[src/rtl/fifo_burst_reader_pkg.sv]
// ------------------------------------------------------------
// fifo_burst_reader_pkg: shared state encodings for the burst reader
// Rev 1.0
// ------------------------------------------------------------
`default_nettype none

package fifo_burst_reader_pkg;

  localparam logic [1:0] ST_IDLE  = 2'd0;
  localparam logic [1:0] ST_RUN   = 2'd1;
  localparam logic [1:0] ST_DRAIN = 2'd2;

endpackage

`default_nettype wire

[src/rtl/fifo_burst_reader_stream_out_reg.sv]
// ------------------------------------------------------------
// stream_out_reg: registered valid/ready output slot with last flag
// Rev 1.0
// ------------------------------------------------------------
`default_nettype none

module stream_out_reg #(
  parameter int DATA_WIDTH = 32
) (
  input  logic                  clk,
  input  logic                  rst,
  input  logic                  i_load,
  input  logic                  i_last_in,
  input  logic [DATA_WIDTH-1:0] i_data_in,
  input  logic                  i_set_last,
  input  logic                  i_m_ready,
  output logic [DATA_WIDTH-1:0] o_m_data,
  output logic                  o_m_valid,
  output logic                  o_m_last,
  output logic                  o_slot_free
);

  logic [DATA_WIDTH-1:0] r_data;
  logic                  r_valid;
  logic                  r_last;

  always_ff @(posedge clk) begin
    if (rst) begin
      r_data  <= '0;
      r_valid <= 1'b0;
      r_last  <= 1'b0;
    end else if (i_load) begin
      r_data  <= i_data_in;
      r_valid <= 1'b1;
      r_last  <= i_last_in;
    end else if (r_valid && i_m_ready) begin
      r_valid <= 1'b0;
      r_last  <= 1'b0;
    end else if (i_set_last) begin
      // Abort retags the held beat as the final one of the burst
      r_last  <= 1'b1;
    end
  end

  assign o_slot_free = ~r_valid | i_m_ready;
  assign o_m_data    = r_data;
  assign o_m_valid   = r_valid;
  assign o_m_last    = r_last;

endmodule

`default_nettype wire

[src/rtl/fifo_burst_reader.sv]
// ------------------------------------------------------------
// fifo_burst_reader: pops a commanded burst from a level-sensitive FIFO
// into a registered valid/ready stream. Rev 1.0
// ------------------------------------------------------------
`default_nettype none

import fifo_burst_reader_pkg::*;

module fifo_burst_reader #(
  parameter int DATA_WIDTH = 32,
  parameter int LEN_WIDTH  = 8
) (
  input  logic                  clk,
  input  logic                  rst,
  input  logic                  i_cmd_start,
  input  logic [LEN_WIDTH-1:0]  i_cmd_len,
  input  logic                  i_cmd_abort,
  output logic                  o_busy,
  output logic                  o_done,
  output logic [LEN_WIDTH-1:0]  o_beats_left,
  input  logic                  i_fifo_empty,
  input  logic [DATA_WIDTH-1:0] i_fifo_data,
  output logic                  o_fifo_drop,
  output logic [DATA_WIDTH-1:0] o_m_data,
  output logic                  o_m_valid,
  output logic                  o_m_last,
  input  logic                  i_m_ready
);

  logic [1:0]           r_state;
  logic [LEN_WIDTH-1:0] r_beats;
  logic                 r_done;

  logic w_slot_free;
  logic w_m_valid;
  logic w_m_last;
  logic w_run;
  logic w_drop;
  logic w_last_in;
  logic w_pending;
  logic w_set_last;
  logic w_accept_last;

  assign w_run         = (r_state == ST_RUN);
  // Reset gates the pop so a mid-burst reset never shifts the FIFO
  assign w_drop        = ~rst & w_run & ~i_fifo_empty & w_slot_free &
                         (r_beats != '0) & ~i_cmd_abort;
  assign w_last_in     = (r_beats == LEN_WIDTH'(1));
  assign w_pending     = w_m_valid & ~i_m_ready;
  assign w_set_last    = w_run & i_cmd_abort & w_pending;
  assign w_accept_last = w_m_valid & i_m_ready & w_m_last;

  stream_out_reg #(
    .DATA_WIDTH (DATA_WIDTH)
  ) u_stream_out_reg (
    .clk         (clk),
    .rst         (rst),
    .i_load      (w_drop),
    .i_last_in   (w_last_in),
    .i_data_in   (i_fifo_data),
    .i_set_last  (w_set_last),
    .i_m_ready   (i_m_ready),
    .o_m_data    (o_m_data),
    .o_m_valid   (w_m_valid),
    .o_m_last    (w_m_last),
    .o_slot_free (w_slot_free)
  );

  always_ff @(posedge clk) begin
    if (rst) begin
      r_state <= ST_IDLE;
      r_beats <= '0;
      r_done  <= 1'b0;
    end else begin
      r_done <= 1'b0;
      case (r_state)
        ST_IDLE: begin
          if (i_cmd_start) begin
            if (i_cmd_len != '0) begin
              r_state <= ST_RUN;
              r_beats <= i_cmd_len;
            end else begin
              r_done <= 1'b1;
            end
          end
        end
        ST_RUN: begin
          if (i_cmd_abort) begin
            r_beats <= '0;
            if (w_pending) begin
              r_state <= ST_DRAIN;
            end else begin
              r_state <= ST_IDLE;
              r_done  <= 1'b1;
            end
          end else if (w_drop) begin
            r_beats <= r_beats - LEN_WIDTH'(1);
            if (w_last_in) begin
              r_state <= ST_DRAIN;
            end
          end
        end
        ST_DRAIN: begin
          if (w_accept_last) begin
            r_state <= ST_IDLE;
            r_done  <= 1'b1;
          end
        end
        default: r_state <= ST_IDLE;
      endcase
    end
  end

  assign o_busy       = (r_state != ST_IDLE);
  assign o_done       = r_done;
  assign o_beats_left = r_beats;
  assign o_fifo_drop  = w_drop;
  assign o_m_valid    = w_m_valid;
  assign o_m_last     = w_m_last;

endmodule

`default_nettype wire

[config.mk]
export PLATFORM = sky130hd
export DESIGN_NAME = fifo_burst_reader
export DESIGN_NICKNAME = d
export VERILOG_FILES = /design/src/rtl/fifo_burst_reader_pkg.sv /design/src/rtl/fifo_burst_reader_stream_out_reg.sv /design/src/rtl/fifo_burst_reader.sv
export SDC_FILE = /design/constraint.sdc
export NUM_CORES = 1
export LEC_CHECK = 0
export ABC_CLOCK_PERIOD_IN_PS = 2900
export CAP_MARGIN = 20
export CELL_PAD_IN_SITES_DETAIL_PLACEMENT = 2
export CELL_PAD_IN_SITES_GLOBAL_PLACEMENT = 2
export CORE_MARGIN = 5
export CORE_UTILIZATION = 26
export DETAILED_ROUTE_END_ITERATION = 8
export PLACE_DENSITY = 0.95
export RECOVER_POWER = 25
export SYNTH_ARGS = -nofsm -noshare
export SYNTH_HDL_FRONTEND = slang
export SYNTH_SLANG_ARGS = --single-unit
[constraint.sdc]
create_clock -name clk -period 2.9 [get_ports clk]
set_clock_uncertainty 0.15 [all_clocks]
set_input_delay 0.58 -clock clk [delete_from_list [all_inputs] [get_ports clk]]
set_output_delay 0.58 -clock clk [all_outputs]
set_load 0.02 [all_outputs]
[Word level (Yosys, flattened, before mapping)]
Index checks and enable logic that the tools add are counted.
Cells by class
  $add $sub $neg: 1
  multipliers: 0
  divide/modulo/power cells: 0
  order comparisons: 0
  equal/unequal tests: 8
  shift operators: 0
  muxes and demuxes: 24
  bitwise logic cells: 16
  reduce and logical (&&, ||, !) cells: 10
Operators by type and width (number)
  two-way mux 8 bit: 4
  one-hot mux 8 bit (2 select lines): 1
  nonzero test 8 bit: 2
  two-way mux 2 bit: 7
  bitwise AND 1 bit: 10
  two-way mux 1 bit: 10
  equality test 8 x 1 -> 1 bit, second input constant: 1
  subtractor 8 x 1 -> 8 bit, second input constant: 1
  != test 2 bit, second input constant: 3
  one-hot mux 2 bit (3 select lines): 1
  nonzero test 2 bit: 3
  inverter 1 bit: 5
  AND reduction 5 bit: 1
  AND reduction 4 bit: 1
  != test 3 x 2 -> 1 bit, second input constant: 1
  != test 3 bit, second input constant: 1
  one-hot mux 1 bit (3 select lines): 1
  nonzero test 3 bit: 1
  equality test 2 x 1 -> 1 bit, second input constant: 1
  equality test 2 bit, second input constant: 1
  zero test 2 bit: 1
  logical AND 1 bit: 1
  bitwise OR 1 bit: 1
Storage, ports and cells
  bits in registers: 45
  latch bits: 0
  memory bits (writable): 0
  memory bits (read-only): 0
  output and inout port bits: 45
  memories kept: 0

[Logic depth before layout (Yosys ltp)]
Gate-level depths: netlist of run 1.
  depth in word-level cells: 9
  mapped depth: 8
  mapped depth without buffers: 6

[Cells and area by module]
A second synthesis of run 1 with hierarchy kept.
Unflattened totals
  cell total of the unflattened synthesis: 212
  area total of the unflattened synthesis: 2058.2 µm²
By module, submodules not included
  stream_out_reg: instances 1, cells an instance 112, area an instance 1253.7 µm², sequential area each 680.7 µm²
  fifo_burst_reader: instances 1, cells an instance 100, area an instance 804.5 µm², sequential area each 220.2 µm²

[Worst setup path before layout of run 1]
Ideal clock, no wire load.
  path kind: in2out
  start: input i_m_ready
  end: output o_fifo_drop
  arrival time: 1.500 ns
  required time: 2.170 ns
  slack: 0.670 ns
  cell stages on the path: 6
  buffers on the path: 2
  path through: nand2b_1 > nor4b_4 > nand3b_1 > buf_6 > buf_6 > inv_1
Between the ends
  longest elaborated chain between the ends: 4
RTL lines
  start: declaration: RTL line fifo_burst_reader.sv:27  | input logic i_m_ready
  bitwise OR 1 bit: RTL line fifo_burst_reader_stream_out_reg.sv:45  | assign o_slot_free = ~r_valid | i_m_ready;
  bitwise AND 1 bit (2 in series): RTL line fifo_burst_reader.sv:46  | assign w_drop = ~rst & w_run & ~i_fifo_empty & w_slot_free &
  bitwise AND 1 bit: RTL line fifo_burst_reader.sv:47  | (r_beats != '0) & ~i_cmd_abort;
  end: declaration: RTL line fifo_burst_reader.sv:23  | output logic o_fifo_drop,
No other way between the ends.

[Worst setup path after layout of run 1]
Ends and elaborated chain as after synthesis.

==> results.sh, run 1 <==
export IMPL_numCtsBuffers=5
export IMPL_numClockSinks=45
export IMPL_ys_seq_elements=45
export IMPL_fillers=821
export IMPL_drv_cap=0
export IMPL_antenna_cells=0
export IMPL_detail_route_antenna_nets=0
export IMPL_final_max_slew_viol_count=0
export IMPL_grt_max_degree=47
export IMPL_synth_ff_type="dfxtp_1"
export IMPL_fp_dieArea_um2=9779
export IMPL_syn_inst=212
export IMPL_synth_edf_count=0
export IMPL_multiInputGateArea_um2=1045
export IMPL_antenna_found_initial=0
export IMPL_internal_power_mw=1.272
export IMPL_clkPwrFrac_pct=19.6
export IMPL_pre_cts_ws_ps=-83.59
export IMPL_grt_overflow=0
export IMPL_yosysWarnings=0
export IMPL_core_area_um2=7727
export IMPL_start_kind="input port"
export IMPL_drt_iter0_markers=37
export IMPL_numPortBuffers=90
export IMPL_p_sw_mw=0.8122
export IMPL_fin_util_pct=40.74
export IMPL_wl_mm=7.036
export IMPL_power_share_switching_pct=38.96
export IMPL_ys_top_cells_by_area="dfxtp_1 44%, mux2i_1 16%, nor2_1 7.5%"
export IMPL_syn_num_nets=261
export IMPL_final_cell_mix="66 x clkdlybuf4s50_1, 45 x dfxtp_1, 41 x nor2_1"
export IMPL_finalCritPeriodShare_pct=92.29
export IMPL_h_tree_depth=2
export IMPL_p_leak_nw=1.480
export IMPL_power_frac_seq_pct=38.1
export IMPL_peakVddDrop_v=0.0003172
export IMPL_gp_congestion=0.7526
export IMPL_p_comb_share_pct=42.3
export IMPL_cp_max_fo=2
export IMPL_fin_nets=355
export IMPL_worst_slew_pin_transition_ps=645.3
export IMPL_first_pass_iters=4
export IMPL_crit_arrival_ps=1950
export IMPL_netlist_area_um2=2054
export IMPL_cts_tree="yes"
export IMPL_clock_fmax_ghz=0.3736
export IMPL_vias=1956
export IMPL_wire_per_inst_um=17.20
export IMPL_synth_area_leader_cell="dfxtp_1"
export IMPL_grt_total_usage_pct=14.40
export IMPL_status="finished, final reports clean"
export IMPL_clockBufferDepth=2
export IMPL_required_ps=2170
export IMPL_fin_crit_ps=2677
export IMPL_clk_latency_ps=300
export IMPL_synth_seq_area_share_pct=43.85
export IMPL_grt_pass1_vias=2210
export IMPL_synthArstFlopShare_pct=0
export IMPL_ys_types=37
export IMPL_rows=32
export IMPL_regArea_um2=900.9
export IMPL_start_util_pct=26.59
export IMPL_clk_pin_slew_ps=90
export IMPL_place_hpwl_mm=5.499
export IMPL_setup_ws_ps=223.5
export IMPL_syn_avg_cell_area_um2=9.691
export IMPL_hold_path_class="flip-flop to flip-flop"
export IMPL_drc=0
export IMPL_rsz0062_at_grt="false"
export IMPL_total_power_mw=2.085
export IMPL_p_per_area_nw_per_um2=662.2
export IMPL_maxSlewHeadroom_pct=56.82
export IMPL_avgViaCountPerCell=4.782
export IMPL_hold_violations=0
export IMPL_endpoint_kind="primary output"
export IMPL_die_w_um=98.89
export IMPL_drive_above_1_share_pct=8.469
export IMPL_crit_type="input port to primary output"
export IMPL_grt_pass1_wl_mm=11.55
export IMPL_syn2layout_area_growth_pct=53.23
export IMPL_clock_root_buffer="clkbuf_8"
export IMPL_io_pins=91
export IMPL_finalSetupViolations=0
export IMPL_die_h_um=98.89
export IMPL_synth_top_area_share_pct=43.85
export IMPL_layout_commonest_cell="clkdlybuf4s50_1"
## worst max-delay path: stages
cell and delay [ps]:
clkdlybuf4s50_1 470, nand2b_1 130, nor4b_4 230, nand3b_1 130
inv_1 60, dlygate4sd2_1 350
## power by group through the flow
stage	clock (mW)	combinational, mW	sequential, mW
2_1_floorplan	0	0.482	0.858
3_3_place_gp	0	0.848	0.805
3_5_place_dp	0	0.888	0.810
4_1_cts	0.436	0.900	0.797
5_1_grt	0.457	0.964	0.808
6_report	0.410	0.881	0.794
## per-layer routing
layer	global-route usage, %	wire [um]	vias up
met3	4.034	461	4
li1	-	-	941
met2	26.76	3592	67
met5	0	0	-
met1	16.68	2950	944
met4	1.996	31	0
## logic make-up after synthesis
logic type | count (synthesis) | synth area share [%]
and+or+nand+nor | 72 | 18.03
DFF | 45 | 43.85
AOI/OAI and AO/OA | 36 | 12.55
muxes | 33 | 16.32
buffers and inverters | 18 | 5.299
xor gates and xnor gates | 5 | 2.132
adders and majority gates | 3 | 1.827
## registers in the layout, indices dropped and copies added (netlist names)
register and flops:
u_stream_out_reg.o_m_data 32, u_stream_out_reg.o_m_last 1, r_state 2, u_stream_out_reg.o_m_valid 1
o_done 1, o_beats_left 8
## synthesized netlist by cell type, drive strengths merged (4+ instances only)
master and number:
dfxtp 45, nor2 42, mux2i 32, a31oi 9, a211oi 8, inv 7, a22oi 6, buf 6
nand2 6, clkbuf 5, a21oi 4, nand3 4, nor4 4
## stage by stage
step / cell area, um2 / TNS (ps) / hold WS (ps) / instances
global placement: 3055 / -40.13 / 324.0 / 401
detailed placement: 3055 / -83.59 / 346.6 / 401
floorplan: 2054 / 0 / 370.3 / 212
finish: 3148 / 0 / 359.9 / 409
CTS: 3148 / 0 / 370.7 / 409
global route: 3148 / 0 / 406.3 / 409
## area by class of cell
class / count / area share (%)
multi-input cells: 149 / 33.19
repair buffers: 98 / 30.33
flip-flops and latches: 45 / 28.62
well taps: 102 / 4.054
clock buffers: 5 / 2.186
inverters: 7 / 0.8347
clock inverters: 3 / 0.7949
## final timing paths
check	start	end	cells after the start	slack (ps)
hold reg to reg	u_stream_out_reg.o_m_data[6]	u_stream_out_reg.o_m_data[6]	2	360
setup / recovery	i_m_ready	o_fifo_drop	6	220
hold / removal	u_stream_out_reg.o_m_data[6]	u_stream_out_reg.o_m_data[6]	2	360
setup reg to reg	o_beats_left[2]	u_stream_out_reg.o_m_last	6	560
## repair_timing
action / in CTS / in global routing
setup buffers: 0 / 0
hold buffers: 0 / 0
endpoints found under the setup margin: 1 / 0
gates resized for setup: 1 / 0
No activity file was read; power rests on OpenSTA's default activity.
==> inputs of run 2 (changes only) <==
--- a/constraint.sdc
+++ b/constraint.sdc
@@ -3,3 +3,3 @@
 set_input_delay 0.58 -clock clk [delete_from_list [all_inputs] [get_ports clk]]
 set_output_delay 0.58 -clock clk [all_outputs]
-set_load 0.02 [all_outputs]
+set_load 0.1 [all_outputs]
==> run 2 against run 1 <==
Compared with the run above: register-to-register slack got worse by 130 ps; clock power about the same; combinational power increased by 45%; count of clock-buffer cells in the layout stayed put; total power grew 20%; cell count shrank 0.73%; fmax shrank 4.1%; hold slack got worse by 3.1 ps; critical path depth unchanged; global-route usage rose by 0.24 points; core utilization shrank 2.4 points.
==> results.sh, run 2 (synthesized netlist as in run 1, its figures left out) <==
export IMPL_endpoint_kind="primary output"
export IMPL_hold_path_class="flip-flop to flip-flop"
export IMPL_maxSlewHeadroom_pct=20.13
export IMPL_cp_max_fo=4
export IMPL_hold_depth=2
export IMPL_clock_fmax_ghz=0.3584
export IMPL_required_ps=2170
export IMPL_die_w_um=98.89
export IMPL_finalCritPeriodShare_pct=96.21
export IMPL_finalSetupViolations=0
export IMPL_syn2layout_area_growth_pct=44.15
export IMPL_avgViaCountPerCell=4.862
export IMPL_cts_tree="yes"
export IMPL_fillers=867
export IMPL_p_per_area_nw_per_um2=843.9
export IMPL_clk_pin_slew_ps=90
export IMPL_largest_register_ff_count=32
export IMPL_hold_violations=0
export IMPL_io_pins=91
export IMPL_fin_cells=406
export IMPL_grt_total_usage_pct=14.64
export IMPL_fin_nets=352
export IMPL_power_share_switching_pct=50.19
export IMPL_h_tree_depth=2
export IMPL_antenna_cells=0
export IMPL_p_sw_mw=1.254
export IMPL_crit_type="input port to primary output"
export IMPL_numClockSinks=45
export IMPL_grt_pass1_vias=2285
export IMPL_numCtsBuffers=5
export IMPL_place_hpwl_mm=5.525
export IMPL_drt_iter0_markers=18
export IMPL_numPortBuffers=90
export IMPL_rows=32
export IMPL_r2r_setup_slack_ps=430
export IMPL_final_cell_mix="44 x clkdlybuf4s50_1, 41 x nor2_1, 36 x dfxtp_1"
export IMPL_reg2reg_from="o_beats_left[5]"
export IMPL_design_area_um2=2962
export IMPL_die_h_um=98.89
export IMPL_cts_hold_buf=0
export IMPL_core_area_um2=7727
export IMPL_drive_above_1_share_pct=18.75
export IMPL_grt_overflow=0
export IMPL_p_comb_share_pct=51.3
export IMPL_endpoint="o_fifo_drop"
export IMPL_worst_slew_pin_transition_ps=1203
export IMPL_post_dp_cell_area_um2=2940
export IMPL_grt_pass1_wl_mm=11.48
export IMPL_start_util_pct=26.59
export IMPL_p_leak_nw=1.376
export IMPL_vias=1974
export IMPL_worstRegToRegCells=6
export IMPL_antenna_found_initial=0
export IMPL_crit_arrival_ps=2060
export IMPL_wire_per_inst_um=17.94
export IMPL_rr_endpoint="u_stream_out_reg.o_m_data[10]"
export IMPL_peakVddDrop_v=0.0004526
export IMPL_wl_mm=7.285
export IMPL_clockBufferDepth=2
export IMPL_gp_congestion=0.7826
export IMPL_fin_crit_ps=2790
export IMPL_drv_cap=0
export IMPL_final_max_slew_viol_count=0
export IMPL_setup_tns_final_ps=0
export IMPL_grt_max_degree=47
export IMPL_layout_commonest_cell="clkdlybuf4s50_1"
export IMPL_start_kind="input port"
export IMPL_drc=0
export IMPL_status="finished, final reports clean"
export IMPL_rsz0062_at_grt="false"
export IMPL_internal_power_mw=1.245
export IMPL_whs_ps=356.8
export IMPL_first_pass_iters=4
export IMPL_clock_root_buffer="clkbuf_8"
export IMPL_crit_start="i_m_ready"
export IMPL_clk_latency_ps=290
export IMPL_detail_route_antenna_nets=0
export IMPL_total_power_mw=2.499
export IMPL_clkPwrFrac_pct=16.3
export IMPL_power_frac_seq_pct=32.4
export IMPL_dp_cells=397
export IMPL_fp_dieArea_um2=9779
==> run 2: layout make-up <==
class                   instances  area, um2  area share, %
clock inverters                 3      25.02         0.8450
clock buffers                   5      68.82          2.324
inverters                       7      30.03          1.014
repair buffers                 95      750.7          25.35
multi-input cells             149       1047          35.36
flip-flops and latches         45      912.1          30.80
well taps                     102      127.6          4.309
==> run 2: power groups by stage <==
stage / clock network [mW] / logic, mW / registers, mW
floorplan: 0 / 0.542 / 1.24
detailed placement: 0 / 1.30 / 0.820
global placement: 0 / 1.27 / 0.813
global route: 0.445 / 1.36 / 0.822
CTS: 0.425 / 1.31 / 0.807
finish: 0.407 / 1.28 / 0.811
==> run 2: how the worst min path moves through the flow <==
stage	from	to	slack, ps
6_report	u_stream_out_reg.o_m_data[21]	u_stream_out_reg.o_m_data[21]	360
5_1_grt	u_stream_out_reg.o_m_data[20]	u_stream_out_reg.o_m_data[20]	400
4_1_cts	u_stream_out_reg.o_m_data[21]	u_stream_out_reg.o_m_data[21]	370
3_5_place_dp	u_stream_out_reg.o_m_data[21]	u_stream_out_reg.o_m_data[21]	350
3_3_place_gp	u_stream_out_reg.o_m_data[28]	u_stream_out_reg.o_m_data[28]	330
2_1_floorplan	r_state[1]	r_state[1]	370
==> run 2: timing repair <==
| item | 4_1_cts | 5_1_grt |
|---|---|---|
| resized for setup | 0 | 1 |
| endpoints found under the setup margin | 0 | 1 |
| buffers inserted | 0 | 1 |
==> run 2: critical path, cell delays in order <==
cell and delay, ps:
clkdlybuf4s50_1 530, nand2b_2 190, nor4b_4 260, nand3b_1 190
clkinvlp_4 140, buf_12 170
==> run 2: routing by layer <==
layer / part of all wire (%) / GRT usage (%) / vias to the layer above
li1: - / - / 939
met1: 41 / 15.36 / 964
met2: 52 / 28.31 / 63
met3: 5.6 / 4.034 / 8
met4: 1.0 / 3.782 / 0
met5: 0 / 0 / -
==> run 2: stage by stage <==
stage	setup WS, ps	utilization, %
floorplan	265.2	-
global placement	189.7	38.05
detailed placement	37.60	38.05
CTS	39.57	39.26
global route	38.23	38.33
finish	110.0	38.33
==> inputs of run 3 (changes only) <==
CORE_MARGIN = 2   (was 5)
==> run 3 against run 2 <==
Compared with the run above: core utilization rose by 0.26 points; total power fell by 0.45%; non-clock buffer count rose by 1; sequential share of layout area fell by 0.052 points; hold slack got worse by 5.3 ps; critical path depth did not move; routed wire length fell by 6.8%; combinational power barely moved; final area rose by 0.17%; fmax fell by 1.7%; clock power barely moved.
==> results.sh, run 3 (synthesized netlist as in run 1, its figures left out) <==
export IMPL_cts_tree="yes"
export IMPL_finalSetupViolations=0
export IMPL_p_leak_nw=1.379
export IMPL_required_ps=2170
export IMPL_clk_pin_slew_ps=90
export IMPL_vias=1936
export IMPL_fp_dieArea_um2=8629
export IMPL_fin_util_pct=38.59
export IMPL_status="finished, final reports clean"
export IMPL_drv_cap=0
export IMPL_p_per_area_nw_per_um2=838.7
export IMPL_final_cell_mix="44 x clkdlybuf4s50_1, 41 x nor2_1, 36 x dfxtp_1"
export IMPL_core_area_um2=7687
export IMPL_numClockSinks=45
export IMPL_worst_slew_pin_transition_ps=1205
export IMPL_crit_type="input port to primary output"
export IMPL_drc=0
export IMPL_hold_violations=0
export IMPL_fin_nets=353
export IMPL_grt_pass1_wl_mm=10.66
export IMPL_cts_hold_buf=0
export IMPL_die_h_um=92.89
export IMPL_pre_cts_ws_ps=50.96
export IMPL_numPortBuffers=90
export IMPL_cp_max_fo=4
export IMPL_drive_above_1_share_pct=18.69
export IMPL_clk_latency_ps=300
export IMPL_cts_resized=0
export IMPL_syn2layout_area_growth_pct=44.40
export IMPL_endpoint_kind="primary output"
export IMPL_antenna_found_initial=0
export IMPL_layout_commonest_cell="clkdlybuf4s50_1"
export IMPL_clockBufferDepth=2
export IMPL_final_max_slew_viol_count=0
export IMPL_fin_crit_ps=2838
export IMPL_start_kind="input port"
export IMPL_detail_route_antenna_nets=0
export IMPL_clock_root_buffer="clkbuf_8"
export IMPL_avgViaCountPerCell=4.757
export IMPL_rows=32
export IMPL_wl_mm=6.791
export IMPL_first_pass_iters=4
export IMPL_grt_total_usage_pct=15.61
export IMPL_crit_arrival_ps=2110
export IMPL_drt_iter0_markers=19
export IMPL_antenna_cells=0
export IMPL_grt_max_degree=47
export IMPL_h_tree_depth=2
export IMPL_hold_path_class="flip-flop to flip-flop"
export IMPL_setup_ws_ps=61.64
export IMPL_numCtsBuffers=5
export IMPL_grt_pass1_vias=2050
export IMPL_gp_congestion=0.7759
export IMPL_wire_per_inst_um=16.69
export IMPL_peakVddDrop_v=0.0005576
export IMPL_die_w_um=92.89
export IMPL_start_util_pct=26.73
export IMPL_maxSlewHeadroom_pct=19.98
export IMPL_grt_overflow=0
export IMPL_largest_register_ff_count=32
export IMPL_io_pins=91
export IMPL_place_hpwl_mm=5.228
export IMPL_clock_fmax_ghz=0.3523
export IMPL_postCtsSetupBuffers=0
export IMPL_finalCritPeriodShare_pct=97.87
[run 3: cell count changes in the layout (fill, tap and decap cells not counted)]
cell | before | now
nand2b_1 | 2 | 3
nand2b_2 | 1 | 0
inv_6 | 2 | 1
clkinv_4 | 0 | 1
buf_4 | 27 | 28
[run 3: final timing paths]
check	from	end	slack [ps]	depth (start not counted)
setup / recovery	i_m_ready	o_fifo_drop	60	6
hold / removal	u_stream_out_reg.o_m_data[17]	u_stream_out_reg.o_m_data[17]	350	2
setup reg to reg	o_beats_left[5]	u_stream_out_reg.o_m_data[7]	460	7
hold reg to reg	u_stream_out_reg.o_m_data[17]	u_stream_out_reg.o_m_data[17]	350	2
[run 3: power by group]
group	internal, mW	total [mW]	switching [mW]
Sequential	0.701	0.810	0.109
Combinational	0.369	1.27	0.900
Clock	0.174	0.410	0.236
[run 3: area by class of cell]
| class | instances | area [um2] |
|---|---|---|
| Clock inverter | 3 | 25.02 |
| Tap cell | 102 | 127.6 |
| Timing Repair Buffer | 96 | 758.2 |
| Inverter | 7 | 30.03 |
| Multi-Input combinational cell | 149 | 1045 |
| Clock buffer | 5 | 68.82 |
| Sequential cell | 45 | 912.1 |
| Fill cell | 874 | 4721 |
[run 3: worst max-delay path, stage by stage]
cell and delay (ps):
clkdlybuf4s50_1 530, nand2b_1 210, nor4b_4 270, nand3b_1 210
clkinvlp_4 140, buf_12 170
[run 3: per-stage QoR]
stage | setup TNS [ps] | area (um2) | std cells | total power [mW] | hold WS, ps
final | 0 | 2967 | 407 | 2.488 | 351.5
after detailed placement | 0 | 2940 | 397 | 2.112 | 338.1
after CTS | 0 | 3034 | 405 | 2.538 | 362.2
after global routing | -20.84 | 2967 | 407 | 2.631 | 393.3
after floorplan | 0 | 2069 | 212 | 1.785 | 370.3
after global placement | 0 | 2940 | 397 | 2.077 | 326.3
[run 3: layer usage]
metal  share of wire [%]  track usage (%)  vias up
met1                  41            17.67      937
met5                   0                0        -
met4                0.52            2.941        0
met3                 4.8            3.662        4
li1                    -                -      941
met2                  54            29.71       54
